File: config.mk
export PLATFORM = sky130hd
export DESIGN_NAME = io_responder
export DESIGN_NICKNAME = d
export VERILOG_FILES = /design/src/rtl/io_responder.sv
export SDC_FILE = /design/constraint.sdc
export NUM_CORES = 1
export LEC_CHECK = 0
export BUFFER_PORTS_ARGS = -buffer_cell sky130_fd_sc_hd__buf_4
export CORE_MARGIN = 2
export CORE_UTILIZATION = 55
export CTS_CLUSTER_DIAMETER = 80
export CTS_CLUSTER_SIZE = 25
export DETAILED_ROUTE_END_ITERATION = 10
export PLACE_DENSITY = 0.79
export SLEW_MARGIN = 40
export SYNTH_ARGS = -nofsm -noshare
export SYNTH_HDL_FRONTEND = slang
export SYNTH_SLANG_ARGS = --single-unit
export TNS_END_PERCENT = 5
File: constraint.sdc
create_clock -name clock -period 2.7 [get_ports clock]
set_clock_uncertainty 0.2 [all_clocks]
set_input_delay 0.27 -clock clock [delete_from_list [all_inputs] [get_ports clock]]
set_output_delay 0.27 -clock clock [all_outputs]
set_load 0.005 [all_outputs]
File: src/rtl/io_responder.sv
// Memory-mapped IO responder: write-only LED registers, debounced switch readback and a sticky change flag.
// LED writes land on the strobe edge; reads are combinational; switch changes settle 2+DEBOUNCE_CYCLES cycles after a clean edge.
module io_responder #(
  parameter int unsigned DEBOUNCE_CYCLES = 20000,
  parameter logic [23:0] LED_RESET       = 24'h000000
) (
  input  logic        clock,
  input  logic        reset_n,
  input  logic        LEDCtrl,
  input  logic        SwitchCtrl,
  input  logic [7:0]  addr,
  input  logic [31:0] write_data,
  input  logic [23:0] switch_i,
  output logic [23:0] led_o,
  output logic [15:0] io_rdata
);

  localparam int unsigned CNT_W = $clog2(DEBOUNCE_CYCLES + 1);
  localparam logic [CNT_W-1:0] CNT_LAST = CNT_W'(DEBOUNCE_CYCLES - 1);
  localparam logic [CNT_W-1:0] CNT_ONE  = CNT_W'(1);

  typedef enum logic {IDLE, COUNT} state_t;

  state_t            state_q;
  logic [23:0]       led_q;
  logic [23:0]       sync1_q, sync2_q;
  logic [23:0]       stable_q, cand_q;
  logic [CNT_W-1:0]  cnt_q;
  logic              chg_q;
  logic              rd_status;
  logic              unused_wdata;

  assign unused_wdata = ^write_data[31:16];
  assign rd_status    = SwitchCtrl && (addr == 8'h74);
  assign led_o        = led_q;

  always_ff @(posedge clock or negedge reset_n) begin
    if (!reset_n) begin
      led_q <= LED_RESET;
    end else if (LEDCtrl) begin
      if (addr == 8'h60)      led_q[15:0]  <= write_data[15:0];
      else if (addr == 8'h62) led_q[23:16] <= write_data[7:0];
    end
  end

  always_ff @(posedge clock or negedge reset_n) begin
    if (!reset_n) begin
      sync1_q <= '0;
      sync2_q <= '0;
    end else begin
      sync1_q <= switch_i;
      sync2_q <= sync1_q;
    end
  end

  // Bounce-back to the accepted value takes priority over restarting on a new candidate.
  always_ff @(posedge clock or negedge reset_n) begin
    if (!reset_n) begin
      state_q  <= IDLE;
      stable_q <= '0;
      cand_q   <= '0;
      cnt_q    <= '0;
      chg_q    <= 1'b0;
    end else begin
      if (rd_status) chg_q <= 1'b0;
      case (state_q)
        IDLE: begin
          if (sync2_q != stable_q) begin
            cand_q  <= sync2_q;
            cnt_q   <= CNT_ONE;
            state_q <= COUNT;
          end
        end
        COUNT: begin
          if (sync2_q == stable_q) begin
            cnt_q   <= '0;
            state_q <= IDLE;
          end else if (sync2_q != cand_q) begin
            cand_q <= sync2_q;
            cnt_q  <= CNT_ONE;
          end else if (cnt_q >= CNT_LAST) begin
            stable_q <= cand_q;
            chg_q    <= 1'b1;
            cnt_q    <= '0;
            state_q  <= IDLE;
          end else begin
            cnt_q <= cnt_q + CNT_ONE;
          end
        end
        default: state_q <= IDLE;
      endcase
    end
  end

  always_comb begin
    io_rdata = 16'h0000;
    if (SwitchCtrl) begin
      case (addr)
        8'h70:   io_rdata = stable_q[15:0];
        8'h72:   io_rdata = {8'h00, stable_q[23:16]};
        8'h74:   io_rdata = {15'b0, chg_q};
        default: io_rdata = 16'h0000;
      endcase
    end
  end

endmodule

==> results of run 1 <==
## state kept, by name, summed over array words and instances (netlist names)
signal	cells
state_q	1
stable_q	24
chg_q	1
led_o	24
sync2_q	24
cand_q	24
sync1_q	24
cnt_q	15
## per-stage QoR
stage | setup slack (ns) | util [%] | cell area (um2) | hold WS (ns) | TNS [ns]
3_5_place_dp | 0.106 | 65.3 | 6710 | 0.135 | 0
3_3_place_gp | 0.128 | 65.3 | 6710 | 0.133 | 0
2_1_floorplan | 0.244 | - | 5800 | -0.226 | 0
5_1_grt | -0.0303 | 75.6 | 7770 | 0.150 | -0.146
4_1_cts | 0.0828 | 75.3 | 7740 | 0.146 | 0
6_report | 0.118 | 75.6 | 7770 | 0.145 | 0
## placed cells by master, fill, tap and decap left out, drive strengths merged, types with 7 or more instances in the layout
cell         Yosys  final
a221o           10     10
a22oi            7      7
and3             8      8
buf              9    107
clkbuf           6     24
dfrtp          137    137
dlygate4sd3      0     44
mux2            72     72
nand2           20     20
nand3            9      9
nand4           14     14
nor2            25     25
nor4            20     20
xnor2           22     22
xor2            26     26
## power breakdown
| group | switching, W | internal, W | total, W | leakage (nW) |
|---|---|---|---|---|
| Sequential | 0.0000557 | 0.00213 | 0.00218 | 1.73 |
| Clock | 0.000808 | 0.00147 | 0.00228 | 0.292 |
| Combinational | 0.000125 | 0.000174 | 0.000300 | 1.63 |
## metal layers
metal / wire [um] / track usage (%) / vias up
met5: 0 / 0 / -
met4: 283 / 9.93 / 0
li1: - / - / 1862
met2: 6710 / 41.8 / 130
met1: 5460 / 30.6 / 2004
met3: 678 / 6.26 / 29
## what timing repair did
item / CTS / global route
setup buffers: 0 / 3
hold buffers: 44 / 0
setup endpoints to repair: 0 / 14
resized for setup: 0 / 2
endpoints found under the hold margin: 128 / 0
## synthesized netlist by cell type
library cell and instances:
a2111oi_2 3, a21o_1 4, a21oi_1 2, a221o_1 10, a22oi_1 7, and2_1 2
and3_1 8, and3b_1 1, and4_1 1, buf_2 5, buf_4 1, buf_6 3
clkbuf_1 6, dfrtp_1 137, ha_1 1, inv_1 4, mux2_2 53, mux2_4 19
mux2i_1 1, nand2_1 20, nand2b_1 6, nand3_1 9, nand3b_1 2, nand4_1 14
nor2_1 25, nor3_1 3, nor3_4 1, nor3b_4 1, nor4_1 20, o21ai_0 2
o21ba_2 1, o31a_1 2, o41ai_1 1, or2_2 1, or3_1 2, or3b_2 1
or4_1 1, or4b_2 1, xnor2_1 22, xor2_1 26
## how the worst max path moves through the flow
stage	end	from	cells after the start
floorplan	stable_q[0]	cnt_q[8]	7
global placement	stable_q[2]	cnt_q[8]	6
detailed placement	stable_q[11]	cnt_q[8]	6
CTS	stable_q[11]	cnt_q[8]	6
global route	cnt_q[3]	sync2_q[17]	8
finish	stable_q[12]	cnt_q[8]	6
## critical path: cells and delay by family, from the launching register on
| family | cells | cell delay (ns) |
|---|---|---|
| AND/OR/NAND/NOR | 2 | 0.76 |
| AO/OA/AOI/OAI | 2 | 0.60 |
| flip-flops | 1 | 0.43 |
| multiplexers | 1 | 0.30 |
| buffers and inverters | 1 | 0.17 |
## kinds of logic after synthesis
kind of cell	share of synthesized area (%)
AND/OR/NAND/NOR	11.3
flip-flops	59.2
buffers and inverters	1.79
multiplexers	15.4
XOR/XNOR	7.25
adder cells (fa/ha/maj)	0.216
AO/OA/AOI/OAI	4.90
## area by class of cell
| class | count | area (um2) | area share (%) |
|---|---|---|---|
| clock buffer | 23 | 467 | 6.00 |
| clock inverter | 8 | 119 | 1.53 |
| sequential | 137 | 3430 | 44.1 |
| inverter | 4 | 15.0 | 0.193 |
| timing repair buffer | 152 | 1300 | 16.7 |
| multi-input combinational | 273 | 2280 | 29.3 |
| tap | 136 | 170 | 2.19 |
==> impl_metrics.json, run 1 <==
{
  "io_pins": 108,
  "grt_overflow": 0,
  "grt_max_degree": 82,
  "final_antenna_net_count": 0,
  "fill_cells": 665,
  "r2r-end": "stable_q[12]",
  "netlist.area_leader.share_pct": 59.2,
  "vdd_drop_max_mv": 0.531,
  "r2r.worst_path.cells": 6,
  "avgSynthCellArea_um2": 13.5,
  "drt-initial-drc-count": 144,
  "routedWlPerCell_um": 17.9,
  "cts-root-buf": "clkbuf_8",
  "ys_seq_area_share_pct": 59.2,
  "vias": 4025,
  "slew_headroom_pct": 56.4,
  "yosys_warnings": 0,
  "status": "complete, no violations",
  "rr_startpoint": "cnt_q[8]",
  "min_period_over_period_pct": 95.6,
  "hp-class": "input pin to asynchronous set/reset pin",
  "synth_cells": 429,
  "port_buffers": 91,
  "cp_slowest_cell": "or4_1",
  "dieArea_um2": 11400,
  "start_util_pct": 56.4,
  "numCtsBuffers": 17,
  "critPathMaxFanout": 15,
  "clk_latency_ns": 0.52,
  "syn2layout_area_growth_pct": 34.1,
  "crit_chain": "or4_1, o31a_1, o31a_1, nor3b_4, buf_12, mux2_4",
  "placed_cells": 655,
  "wl_um": 13100,
  "place_congestion": 0.868,
  "cpMostUsedCell": "o31a_1",
  "cts_sinks": 137,
  "power_density_nw_per_um2": 612,
  "antenna_found_initial": 0,
  "start_kind": "flop",
  "netlist-cell-type-count": 40,
  "critical_path_arrival_ns": 2.79,
  "required_ns": 2.90,
  "final_layout_size_suffix_gt1_share_pct": 36.7,
  "drc": 0,
  "max_slew.worst_pin.slew_ns": 0.654,
  "finalHoldViolCount": 0,
  "grt_pass1_wl_um": 21400,
  "worst_path_largest_cell_delay_ns": 0.55,
  "dieHeight_um": 107,
  "fin_cells": 733,
  "r2r_slack_ns": 0.12,
  "final-max-slew-violation-count": 0,
  "finalCriticalPeriod_ns": 2.58,
  "p_leak_nw": 3.65,
  "synth_area_leader_cell": "dfrtp_1",
  "drv_cap": 0,
  "die_w_um": 107,
  "end_kind": "flop",
  "viasPerCell": 5.49,
  "synth_seq_cells": 137,
  "cts_htree_levels": 4,
  "placementRows": 37,
  "clockBufferDepth": 2,
  "antenna_cells": 0,
  "criticalPathCategory": "flop to flop",
  "first_global_vias": 4367,
  "core_um2": 10300,
  "finalNetCount": 654,
  "track_usage_pct": 24.7,
  "cts_tree": "built",
  "ys_top_cells_by_area": "dfrtp_1, mux2_2, mux2_4",
  "setup_viol": 0,
  "firstDrtPassIters": 4,
  "clk_pin_slew_worst_paths_ns": 0.06,
  "dpl.hpwl_um": 8170,
  "fmax_mhz": 387,
  "syn_area_um2": 5800,
  "design_power_total_w": 0.00476,
  "syn-num-nets": 498
}
Power figures use the tool's default switching activity.
==> inputs of run 2 (changes only) <==
CELL_PAD_IN_SITES_DETAIL_PLACEMENT = 0   (was not set)
CELL_PAD_IN_SITES_GLOBAL_PLACEMENT = 2   (was not set)
CORE_UTILIZATION = 38   (was 55)
PLACE_DENSITY = not set   (was 0.79)
PLACE_DENSITY_LB_ADDON = 0.1   (was not set)
==> impl_metrics.json, run 2 (synthesis gave the netlist of run 1 again) <==
{
  "port_buffers": 91,
  "drc": 0,
  "cp_top_family": "simple AND/OR/NAND/NOR gates",
  "final_antenna_net_count": 0,
  "hold_depth": 4,
  "drv_cap": 0,
  "crit_chain": "xnor2_1, nand4_1, nor4_2, nand4_1, nor3b_4, buf_12, mux2_2",
  "fmax_mhz": 392,
  "worst_path_largest_cell_delay_ns": 0.40,
  "track_usage_pct": 17.3,
  "clk_latency_ns": 0.42,
  "die_w_um": 127,
  "placed_cell_area_um2": 6820,
  "power_density_nw_per_um2": 605,
  "first_global_vias": 4106,
  "drt-initial-drc-count": 143,
  "dpl.hpwl_um": 8900,
  "cts_tree": "built",
  "cpMostUsedCell": "nand4_1",
  "p_int_w": 0.00368,
  "dieHeight_um": 127,
  "placementRows": 45,
  "clockBufferDepth": 2,
  "final_cell_mix": "dfrtp_1, buf_4, mux2_2",
  "start_util_pct": 38.6,
  "design_power_total_w": 0.00473,
  "firstDrtPassIters": 5,
  "cts_htree_levels": 4,
  "seq_power_share_pct": 46.0,
  "antenna_found_initial": 0,
  "finalNetCount": 655,
  "grt_max_degree": 64,
  "cts_setup_buffers": 0,
  "max_slew.worst_pin.slew_ns": 0.488,
  "numCtsBuffers": 17,
  "io_pins": 108,
  "vdd_drop_max_mv": 0.439,
  "r2r.worst_path.cells": 7,
  "grt_overflow": 0,
  "switchingPower_w": 0.00105,
  "cts_sinks": 137,
  "p_clk_share_pct": 47.6,
  "finalHoldViolCount": 0,
  "dieArea_um2": 16300,
  "layout_commonest_cell": "dfrtp_1",
  "wl_um": 13200,
  "critPathMaxFanout": 20,
  "setup_tns_ns": 0,
  "criticalPathCategory": "flop to flop",
  "cts-root-buf": "clkbuf_16",
  "routedWlPerCell_um": 16.8,
  "required_ns": 2.80,
  "final_layout_size_suffix_gt1_share_pct": 37.4,
  "critical_path_arrival_ns": 2.65,
  "crit_cells": 7,
  "final_area_um2": 7830,
  "post-route-worst-setup-slack_ns": 0.146,
  "combPwrFrac_pct": 6.4,
  "cp_slowest_cell": "dfrtp_1",
  "p_leak_nw": 3.64,
  "clk_pin_slew_worst_paths_ns": 0.06,
  "slew_headroom_pct": 67.2,
  "syn2layout_area_growth_pct": 35.0,
  "status": "complete, no violations",
  "setup_viol": 0,
  "min_period_over_period_pct": 94.6,
  "core_um2": 15000,
  "viasPerCell": 4.96,
  "hp-class": "input pin to flop",
  "vias": 3904,
  "place_congestion": 0.826,
  "grt_pass1_wl_um": 21400,
  "swShare_pct": 22.2,
  "antenna_cells": 0,
  "final-max-slew-violation-count": 0,
  "finalCriticalPeriod_ns": 2.55,
  "end_kind": "flop",
  "path_buf_inv": 1,
  "dp_slack_ns": 0.0789,
  "start_kind": "flop"
}
## run 2: cell types whose count changed in the layout (fill, tap and decap cells not counted), moves of 2 or more
cell,change
nor4_1,-2
dlygate4sd3_1,-2
buf_4,+4
nor4_2,+2
clkbuf_8,-4
clkinvlp_4,+2
## run 2: timing repair
action | 4_1_cts | 5_1_grt
hold endpoints to repair | 97 | 0
resized for setup | 0 | 2
hold buffers | 42 | 0
endpoints found under the setup margin | 0 | 51
## run 2: power by group through the flow
stage / clock network (W) / registers [W] / logic (W)
after floorplan: 0 / 0.00220 / 0.0000902
after global placement: 0 / 0.00221 / 0.000256
after detailed placement: 0 / 0.00221 / 0.000260
after CTS: 0.00231 / 0.00218 / 0.000309
after global routing: 0.00240 / 0.00219 / 0.000334
final: 0.00225 / 0.00218 / 0.000303
## run 2: layout make-up
cell class / count / area (um2)
flip-flops and latches: 137 / 3430
repair buffers: 153 / 1290
multi-input cells: 273 / 2280
clock buffers: 21 / 450
clock inverters: 11 / 121
inverters: 4 / 15.0
well taps: 188 / 235
fillers: 1326 / 7210
## run 2: final timing paths
check,from,to,slack [ns]
setup / recovery,cand_q[11],stable_q[17],0.15
hold / removal,addr[3],chg_q,0.02
setup reg to reg,cand_q[11],stable_q[17],0.15
hold reg to reg,sync1_q[3],sync2_q[3],0.15
max in group asynchronous,reset_n,led_o[13],1.42
min in group asynchronous,reset_n,cnt_q[8],0.15
## run 2: per-layer routing
metal / up-vias / routed length [um] / global-route usage, %
met1: 1967 / 6230 / 23.2
met3: 10 / 546 / 5.15
met2: 69 / 6310 / 27.1
met4: 0 / 140 / 5.43
li1: 1858 / - / -
met5: - / 0 / 0
## run 2: worst register-to-register path, cell delays in order (launching register included)
cell and delay (ns):
dfrtp_1 0.40, xnor2_1 0.29, nand4_1 0.15, nor4_2 0.34, nand4_1 0.19, nor3b_4 0.28, buf_12 0.23, mux2_2 0.36
## run 2: per-stage QoR
step	cells	util, %	hold WS [ns]
after global routing	787	52.1	0.0628
after CTS	787	52.0	0.0142
after global placement	713	45.4	0.0425
after detailed placement	713	45.4	0.0455
final	787	52.1	0.0238
after floorplan	429	-	-0.226
